===== src/rtl/wb_arbiter_if.sv =====
// Register-file write-port arbitration bus: ALU results, load responses,
// hazard query and the registered write port.
interface wb_arbiter_if #(
    parameter int WIDTH = 32,
    parameter int DEPTH = 4
);
    localparam int CW = $clog2(DEPTH) + 1;

    logic             alu_valid;
    logic [4:0]       alu_rd;
    logic [WIDTH-1:0] alu_data;
    logic             alu_ready;
    logic             ld_valid;
    logic [4:0]       ld_rd;
    logic [WIDTH-1:0] ld_data;
    logic [4:0]       q_addr;
    logic             q_hit;
    logic             we3;
    logic [4:0]       a3;
    logic [WIDTH-1:0] wd3;
    logic [CW-1:0]    pend_cnt;
    logic             ld_ovf;

    modport master (
        output alu_valid, alu_rd, alu_data, ld_valid, ld_rd, ld_data, q_addr,
        input  alu_ready, q_hit, we3, a3, wd3, pend_cnt, ld_ovf
    );

    modport slave (
        input  alu_valid, alu_rd, alu_data, ld_valid, ld_rd, ld_data, q_addr,
        output alu_ready, q_hit, we3, a3, wd3, pend_cnt, ld_ovf
    );
endinterface


===== src/rtl/wb_arbiter.sv =====
// Arbitrates ALU results and buffered load responses onto the single
// register-file write port; loads always pass through a small FIFO.
module wb_arbiter #(
    parameter int WIDTH = 32,
    parameter int DEPTH = 4
) (
    input logic         clk,
    input logic         rst,
    wb_arbiter_if.slave bus
);
    localparam int CW = $clog2(DEPTH) + 1;
    localparam int PW = $clog2(DEPTH);

    logic [4:0]       rd_mem   [DEPTH];
    logic [WIDTH-1:0] data_mem [DEPTH];

    logic [DEPTH-1:0] valid_q, valid_d;
    logic [PW-1:0]    wr_ptr_q, wr_ptr_d, rd_ptr_q, rd_ptr_d;
    logic [CW-1:0]    count_q, count_d;
    logic             ovf_q, ovf_d;
    logic             we3_q, we3_d;
    logic [4:0]       a3_q, a3_d;
    logic [WIDTH-1:0] wd3_q, wd3_d;

    logic full, empty, push, pop, take_alu, drop, do_push, hit;

    always_comb begin
        full     = (count_q == CW'(DEPTH));
        empty    = (count_q == '0);
        push     = bus.ld_valid && (bus.ld_rd != 5'd0);
        pop      = 1'b0;
        take_alu = 1'b0;
        // A full FIFO must drain first so an arriving load always has a slot.
        if (full)               pop      = 1'b1;
        else if (bus.alu_valid) take_alu = 1'b1;
        else if (!empty)        pop      = 1'b1;

        drop    = push && full && !pop;
        do_push = push && !drop;

        we3_d = 1'b0;
        a3_d  = a3_q;
        wd3_d = wd3_q;
        if (pop) begin
            we3_d = 1'b1;
            a3_d  = rd_mem[rd_ptr_q];
            wd3_d = data_mem[rd_ptr_q];
        end else if (take_alu && (bus.alu_rd != 5'd0)) begin
            we3_d = 1'b1;
            a3_d  = bus.alu_rd;
            wd3_d = bus.alu_data;
        end

        valid_d  = valid_q;
        wr_ptr_d = wr_ptr_q;
        rd_ptr_d = rd_ptr_q;
        if (pop) begin
            valid_d[rd_ptr_q] = 1'b0;
            rd_ptr_d          = rd_ptr_q + PW'(1);
        end
        if (do_push) begin
            valid_d[wr_ptr_q] = 1'b1;
            wr_ptr_d          = wr_ptr_q + PW'(1);
        end
        count_d = count_q + CW'(do_push) - CW'(pop);
        ovf_d   = ovf_q | drop;
    end

    // The entry leaving this cycle is already on its way to the register file.
    always_comb begin
        hit = 1'b0;
        for (int i = 0; i < DEPTH; i++) begin
            if (valid_q[i] && (rd_mem[i] == bus.q_addr) && !(pop && (PW'(i) == rd_ptr_q)))
                hit = 1'b1;
        end
    end

    always_ff @(posedge clk) begin
        if (rst) begin
            valid_q  <= '0;
            wr_ptr_q <= '0;
            rd_ptr_q <= '0;
            count_q  <= '0;
            ovf_q    <= 1'b0;
            we3_q    <= 1'b0;
            a3_q     <= 5'd0;
            wd3_q    <= '0;
        end else begin
            valid_q  <= valid_d;
            wr_ptr_q <= wr_ptr_d;
            rd_ptr_q <= rd_ptr_d;
            count_q  <= count_d;
            ovf_q    <= ovf_d;
            we3_q    <= we3_d;
            a3_q     <= a3_d;
            wd3_q    <= wd3_d;
        end
    end

    always_ff @(posedge clk) begin
        if (!rst && do_push) begin
            rd_mem[wr_ptr_q]   <= bus.ld_rd;
            data_mem[wr_ptr_q] <= bus.ld_data;
        end
    end

    assign bus.alu_ready = !full;
    assign bus.q_hit     = hit && (bus.q_addr != 5'd0);
    assign bus.we3       = we3_q;
    assign bus.a3        = a3_q;
    assign bus.wd3       = wd3_q;
    assign bus.pend_cnt  = count_q;
    assign bus.ld_ovf    = ovf_q;
endmodule

===== src/flat_wrapper.sv =====
// flat-port wrapper written by rule: the top's interface ports become plain ports
module wb_arbiter_flat 
#(
    parameter int WIDTH = 32,
    parameter int DEPTH = 4
)
  (clk, rst, bus_alu_valid, bus_alu_rd, bus_alu_data, bus_ld_valid, bus_ld_rd, bus_ld_data, bus_q_addr, bus_alu_ready, bus_q_hit, bus_we3, bus_a3, bus_wd3, bus_pend_cnt, bus_ld_ovf);
  wb_arbiter_if #(.WIDTH(WIDTH), .DEPTH(DEPTH)) bus_i ();
  input logic clk;
  input logic rst;
  input wire logic [$bits(bus_i.alu_valid)-1:0] bus_alu_valid;
  input wire logic [$bits(bus_i.alu_rd)-1:0] bus_alu_rd;
  input wire logic [$bits(bus_i.alu_data)-1:0] bus_alu_data;
  input wire logic [$bits(bus_i.ld_valid)-1:0] bus_ld_valid;
  input wire logic [$bits(bus_i.ld_rd)-1:0] bus_ld_rd;
  input wire logic [$bits(bus_i.ld_data)-1:0] bus_ld_data;
  input wire logic [$bits(bus_i.q_addr)-1:0] bus_q_addr;
  output wire logic [$bits(bus_i.alu_ready)-1:0] bus_alu_ready;
  output wire logic [$bits(bus_i.q_hit)-1:0] bus_q_hit;
  output wire logic [$bits(bus_i.we3)-1:0] bus_we3;
  output wire logic [$bits(bus_i.a3)-1:0] bus_a3;
  output wire logic [$bits(bus_i.wd3)-1:0] bus_wd3;
  output wire logic [$bits(bus_i.pend_cnt)-1:0] bus_pend_cnt;
  output wire logic [$bits(bus_i.ld_ovf)-1:0] bus_ld_ovf;
  assign bus_i.alu_valid = bus_alu_valid;
  assign bus_i.alu_rd = bus_alu_rd;
  assign bus_i.alu_data = bus_alu_data;
  assign bus_i.ld_valid = bus_ld_valid;
  assign bus_i.ld_rd = bus_ld_rd;
  assign bus_i.ld_data = bus_ld_data;
  assign bus_i.q_addr = bus_q_addr;
  assign bus_alu_ready = bus_i.alu_ready;
  assign bus_q_hit = bus_i.q_hit;
  assign bus_we3 = bus_i.we3;
  assign bus_a3 = bus_i.a3;
  assign bus_wd3 = bus_i.wd3;
  assign bus_pend_cnt = bus_i.pend_cnt;
  assign bus_ld_ovf = bus_i.ld_ovf;
  wb_arbiter #(.WIDTH(WIDTH), .DEPTH(DEPTH)) u_core (.clk(clk), .rst(rst), .bus(bus_i));
endmodule

===== config.mk =====
export PLATFORM = sky130hd
export DESIGN_NAME = wb_arbiter_flat
export DESIGN_NICKNAME = d
export VERILOG_FILES = /design/src/rtl/wb_arbiter_if.sv /design/src/rtl/wb_arbiter.sv /design/src/flat_wrapper.sv
export SDC_FILE = /design/constraint.sdc
export NUM_CORES = 1
export LEC_CHECK = 0
export ABC_AREA = 1
export BUFFER_PORTS_ARGS = -buffer_cell sky130_fd_sc_hd__buf_2
export CORE_MARGIN = 2
export CORE_UTILIZATION = 40
export DETAILED_ROUTE_END_ITERATION = 8
export PLACE_DENSITY_LB_ADDON = 0.15
export SLEW_MARGIN = 10
export SYNTH_ARGS = -nofsm -noshare
export SYNTH_HDL_FRONTEND = slang
export SYNTH_SLANG_ARGS = --single-unit

===== constraint.sdc =====
create_clock -name clk -period 8.2 [get_ports clk]
set_input_delay 0.41 -clock clk [delete_from_list [all_inputs] [get_ports clk]]
set_output_delay 0.41 -clock clk [all_outputs]
set_load 0.02 [all_outputs]

After elaboration in Yosys (flattened, before gate mapping)
Memories as Yosys holds them, arrays and structs flattened. A register that Yosys moved wholly into a read port is not among the register bits.
Cells that the tools add are included.
Cells by class
  add/sub/neg operators: 4
  muxes and demuxes: 27
  bitwise logic cells: 4
  reduce and logical (&&, ||, !) cells: 35
  order comparisons: 4
  equality and inequality tests: 8
Operators by type and width (count)
  two-way mux 32 bit: 2
  logical AND 1 bit: 21
  equality test 5 bit: 4
  two-way mux 1 bit: 15
  nonzero test 5 bit: 3
  two-way mux 5 bit: 2
  zero test 1 bit: 8
  two-way mux 2 bit: 4
  two-way mux 4 bit: 2
  less-than comparator 2 x 3 -> 1 bit (second input constant): 2
  adder 2 x 1 -> 2 bit (second input constant): 2
  AND 4 bit: 1
  demux 1 bit (select 2 bit): 2
  equality test 2 bit (first input constant): 2
  >= comparator 2 x 1 -> 1 bit (second input constant): 2
  NOT 4 bit: 1
  bitwise OR 4 bit: 1
  adder 3 x 1 -> 3 bit: 1
  equality test 3 bit (second input constant): 1
  zero test 3 bit: 1
  subtractor 3 x 1 -> 3 bit: 1
  equality test 1 x 2 -> 1 bit (first input constant): 1
  zero test 2 bit: 1
  nonzero test 2 bit: 1
  bitwise OR 1 bit: 1
Storage, ports and cells
  input port bits: 83
  word-level logic and storage cells: 92
  output and inout bits: 44
  bits in writable memories: 148
  register bits: 50
  memories: 2
Memory list
  u_core.data_mem: words 4, bits a word 32, read ports 1, clocked after memory_dff 1, wr ports 1, line wb_arbiter.sv:15  | logic [WIDTH-1:0] data_mem [DEPTH];
  u_core.rd_mem: words 4, bits a word 5, read ports 5, clocked after memory_dff 1, wr ports 1, line wb_arbiter.sv:14  | logic [4:0] rd_mem [DEPTH];

Logic depth before layout (Yosys ltp)
  depth in word-level cells: 12
  depth in mapped cells: 11
  depth with buffers taken out: 10

Least setup slack after synthesis
OpenSTA, ideal clock, no wires.
  path type: input to register
  from: input port bus_ld_rd[1]
  to: memory u_core.data_mem[0][0], enable pin
  path buffers: 0
  data required time: 7.769 ns
  slack: 5.413 ns
  cell stages on the path: 6
  arrival: 2.355 ns
  setup time: 0.431 ns
  path through: nor3_1 > nand2_1 > nand2_1 > inv_1 > nand2_1 > nor2_1
Between the ends
  cells in the longest elaborated chain, start to end: 9
Ends and longest elaborated chain
  start, declared: line flat_wrapper.sv:15  | input wire logic [$bits(bus_i.ld_rd)-1:0] bus_ld_rd;
  nonzero test 5 bit (*): line wb_arbiter.sv:30  | push = bus.ld_valid && (bus.ld_rd != 5'd0);
  logical AND 1 bit (*): line wb_arbiter.sv:30
  logical AND 1 bit (2 in series): line wb_arbiter.sv:38  | drop = push && full && !pop;
  zero test 1 bit: line wb_arbiter.sv:39  | do_push = push && !drop;
  logical AND 1 bit (*): line wb_arbiter.sv:39
  logical AND 1 bit (*): line wb_arbiter.sv:101  | if (!rst && do_push) begin
  two-way mux 1 bit (*): line wb_arbiter.sv:101
  two-way mux 1 bit (implied by the code) (*): line wb_arbiter.sv:103  | data_mem[wr_ptr_q] <= bus.ld_data;
  end, declared: line wb_arbiter.sv:15
Every way passes the cells marked *; elsewhere a longest branch is shown, timed or not.

Worst setup path after layout
  from: register u_core.count_q[1] (netlist: u_core.bus.pend_cnt[1])
  to: output port bus_q_hit
Between the ends
  cells in the longest elaborated chain, start to end: 12
  elaborated cells between the ends (all ways): 22
  classes of those cells: eq/ne (1); mux (7); reduce/logical (14)
Ends and longest elaborated chain
  start, declared: line wb_arbiter.sv:19  | logic [CW-1:0] count_q, count_d;
  start signal, assigned: line wb_arbiter.sv:92  | count_q <= count_d;
  zero test 3 bit: line wb_arbiter.sv:29  | empty = (count_q == '0);
  two-way mux 1 bit: line wb_arbiter.sv:36  | else if (!empty) pop = 1'b1;
  two-way mux 1 bit: line wb_arbiter.sv:35  | else if (bus.alu_valid) take_alu = 1'b1;
  two-way mux 1 bit (*): line wb_arbiter.sv:34  | if (full) pop = 1'b1;
  logical AND 1 bit: line wb_arbiter.sv:73  | if (valid_q[i] && (rd_mem[i] == bus.q_addr) && !(pop && (PW'(i) == rd_ptr_q)))
  zero test 1 bit: line wb_arbiter.sv:73
  logical AND 1 bit: line wb_arbiter.sv:73
  two-way mux 1 bit (3 in series): line wb_arbiter.sv:73
  two-way mux 1 bit (*): line wb_arbiter.sv:73
  logical AND 1 bit (*): line wb_arbiter.sv:108  | assign bus.q_hit = hit && (bus.q_addr != 5'd0);
  end, declared: line flat_wrapper.sv:19  | output wire logic [$bits(bus_i.q_hit)-1:0] bus_q_hit;
Marked as above.

==> summary.md <==
| Metric | Value |
|---|---|
| Sw power | 1.15 mW |
| Leakage power | 3.71 nW |
| Core region area | 20200 sq um |
| Worst EP required | 7.79 ns |
| Clock sinks | 200 |
| Largest net degree at the start of global routing | just under 80 |
| Netlist cell types | 32 |
| Clock power share | 26.7% |
| Synth area leader | edfxtp_1 |
| Via count | 5778 |
| CP cell instances | nor2_4 > nand2_4 > nand2_4 > nand2_1 > nand2_1 > nand3_1 > nand2_1 > nor2_1 > nor2_1 > buf_2 |
| Compound-Gate Fraction of Synth Area | 14.8% |
| Fin Setup TNS | 0 ns |
| Die width | 148 um |
| Worst-Margin Slew | between 1 and 1.5 ns |
| XOR/XNOR Fraction of Synth Area | 0.636% |
| Comb pwr share | between 30 and 40% |
| CP max FO | 50 |
| Top_reg_cell synth | edfxtp_1 |
| Combinational family with the most area after synthesis | compound AO/OA/AOI/OAI gates |
| Die ar. | 21800 sq um |
| Synth top area share | 53.8% |
| Multiplexer share of the synthesized area | 0% |
| Detailed placer's ending HPWL | 12.2 mm |
| Maximum vdd drop | 0.000195 V |
| Layout area overhead | 17.0% |
| Initial Utilization | 40.9% |
| CTS clk-pin slew, worst paths | roughly 0.070 ns |
| Later-pin clock latency in the skew report | 0.43 ns |
| Metal2 WL | 9.16 mm |
| Sequential power share | 40.5% |
| Count leader, synth | edfxtp_1 |
| Cell mode on critical path | nand2_1 |
| Initial antenna violation count | 1 |
| HP Class | in -> reg |
| CP max-delay cell | nand2_4 |
| RSZ-0062 raised after global routing | false |
| Status | completed |
| FMAX | 376 MHz |
| Setup Skew | 0.0107 ns |
| # H-tree levels | 4 |
| Height of the chip | 148 um |
| Final WL | 19.8 mm |
| Setup bufs post-CTS | 0 |
| Max cap viols | 0 |
| WL/cell | 17.2 um |
| Final Setup Violations | 0 |
| Final Max Slew Viols | 0 |
| Residual DRC | 0 |
| Post-layout min period | between 2 and 3 ns |
| Highest Signal Layer | met5 |
| Startpoint types | flop |
| Via density | 5.02 |
| M1 WL | 9.30 mm |
| Synthesized cell area | 8270 sq um |
| Top cells by count, synth | edfxtp_1, o21ai_0, nor2_1 |
| Worst Setup End Kind | primary output |
| Clk buf depth | 2 |
| Mapped Cells | roughly 760 |
| CTS tree | done |
| WS Path Type | reg -> out |
| Power density over the cells | 323 nW/um^2 |
| ANT nets after route | 0 |
| Yosys warns | 0 |
| Synthesized-area fraction occupied by and/or/nand/nor cells | around 11% |
| Rel. slew slack | ~28% |
| IO Pins | 127 |
| Post-synthesis sequential area ratio | 66.3% |
| Input/output buffers | around 130 |
| Worst path arrival time | 2.25 ns |
| Post-Syn Nets | 851 |
| Syn avg cell area | 10.9 sq um |
| Vias in the first global route | 5463 |
| Flops & latches, synth | 200 |
| Final hold vios | 0 |
| Share of cells above drive strength 1 | 20.8% |
| Final Util | between 40% and 50% |
| First drt pass iteration count | 5 |
| Synth area leaders | edfxtp_1, dfxtp_1, o21ai_0 |
| GRT Total Usage | 18.4% |
| Gr ovfl total | 0 |
| First-pass GRT wire length | just over 30 mm |
| Post-Synth Adder-Cell Area | 1.76% |
| Worst stage delay on the critical path | 0.47 ns |
| TritonCTS buffer count | 17 |
| Cts repair resizes | 0 |
| CP bufs+invs | 1 |
| Sw Share | ~37% |
| # hold bufs at CTS | 0 |
| Antenna Diode Count | 0 |
| Routed wire length on met3 | 1.10 mm |
| Nets | slightly below 1000 |
| Routability congestion estimate from global placement | 0.778 |
| CTS root buf | clkbuf_16 |
| Int Pwr | around 2.0 mW |
| Async S/R FF share, synth | 0% |
| Row Count | 52 |
| Tcrit/Tclk final | between 30% and 40% |
| EDFF count, synth | 148 |
| Top cell family by delay on the critical path | simple AND/OR/NAND/NOR gates |
| DRT iter0 DRCs | 373 |
cell usage in the layout, fill, tap and decap left out, types with 9 or more instances in the layout:
cell type	instances
a21oi_1	35
buf_2	126
clkbuf_16	17
dfxtp_1	51
edfxtp_1	148
ha_1	10
inv_1	48
nand2_1	78
nand3_1	28
nor2_1	95
o211ai_1	9
o21ai_0	129
o21ai_1	22
o22ai_1	30
area by class of cell:
type	count	area, sq um
well taps	270	338
fillers	1827	10600
multi-input cells	463	2370
clock buffers	19	443
repair buffers	134	691
inverters	51	196
clock inverters	13	144
flip-flops and latches	200	5490
final timing paths:
path                                startpoint                                 to  slack (ns)  cells past startpoint
max          u_core.bus.pend_cnt[1]$_SDFF_PP0_                          bus_q_hit        5.54                     10
min                            bus_ld_data[26]   u_core.data_mem[2][26]$_DFFE_PP_        0.20                      1
max reg2reg  u_core.bus.pend_cnt[1]$_SDFF_PP0_  u_core.bus.pend_cnt[2]$_SDFF_PP0_        5.75                      8
min reg2reg       u_core.bus.ld_ovf$_SDFF_PP0_       u_core.bus.ld_ovf$_SDFF_PP0_        0.42                      2
cell families (layout without fill, tap and decap cells):
logic type / Yosys count / after routing
adders and majority gates: 11 / 11
xor gates and xnor gates: 6 / 6
AOI/OAI and AO/OA: 229 / 229
buffers and inverters: 94 / 217
DFF: 200 / 200
and+or+nand+nor: 217 / 217
power by group through the flow:
stage	clock (mW)	sequential, mW	combinational (mW)
after floorplan	0	1.38	0.650
after global placement	0	1.29	1.03
after detailed placement	0	1.29	1.04
after CTS	0.850	1.27	1.04
after global routing	0.889	1.28	1.15
final	0.833	1.27	1.03
worst register-to-register path, stage by stage (launching register included):
cell and delay [ns]:
dfxtp_1 0.40, o21ai_2 0.29, nand2_4 0.39, ha_1 0.47
inv_1 0.04, ha_1 0.18, fa_1 0.37, xor2_1 0.16
nor2_1 0.05
state kept, by name, indices dropped and copies added, names as in the netlist, named ones only:
signal               count
u_core.data_mem        128
u_core.bus.wd3          32
u_core.rd_mem           20
u_core.bus.a3            5
u_core.valid_q           4
u_core.bus.pend_cnt      3
u_core.rd_ptr_q          2
u_core.wr_ptr_q          2
u_core.bus.ld_ovf        1
u_core.bus.we3           1
layer usage:
layer / vias up / track usage (%)
met5: - / 0
met4: 2 / 5.14
met1: 2707 / 25.4
met2: 163 / 29.3
li1: 2887 / -
met3: 19 / 4.32
stage by stage:
stage	worst slack, ns	hold slack (ns)	instance area (sq um)	total power [mW]	cells
CTS	5.48	0.180	9670	3.16	1150
finish	5.54	0.198	9670	3.12	1150
detailed placement	5.65	0.411	9080	2.32	1118
floorplan	5.41	0.476	8270	2.03	757
global placement	5.69	0.413	9080	2.32	1118
global route	5.28	0.179	9670	3.31	1150
(Power assumes the default switching activity.)
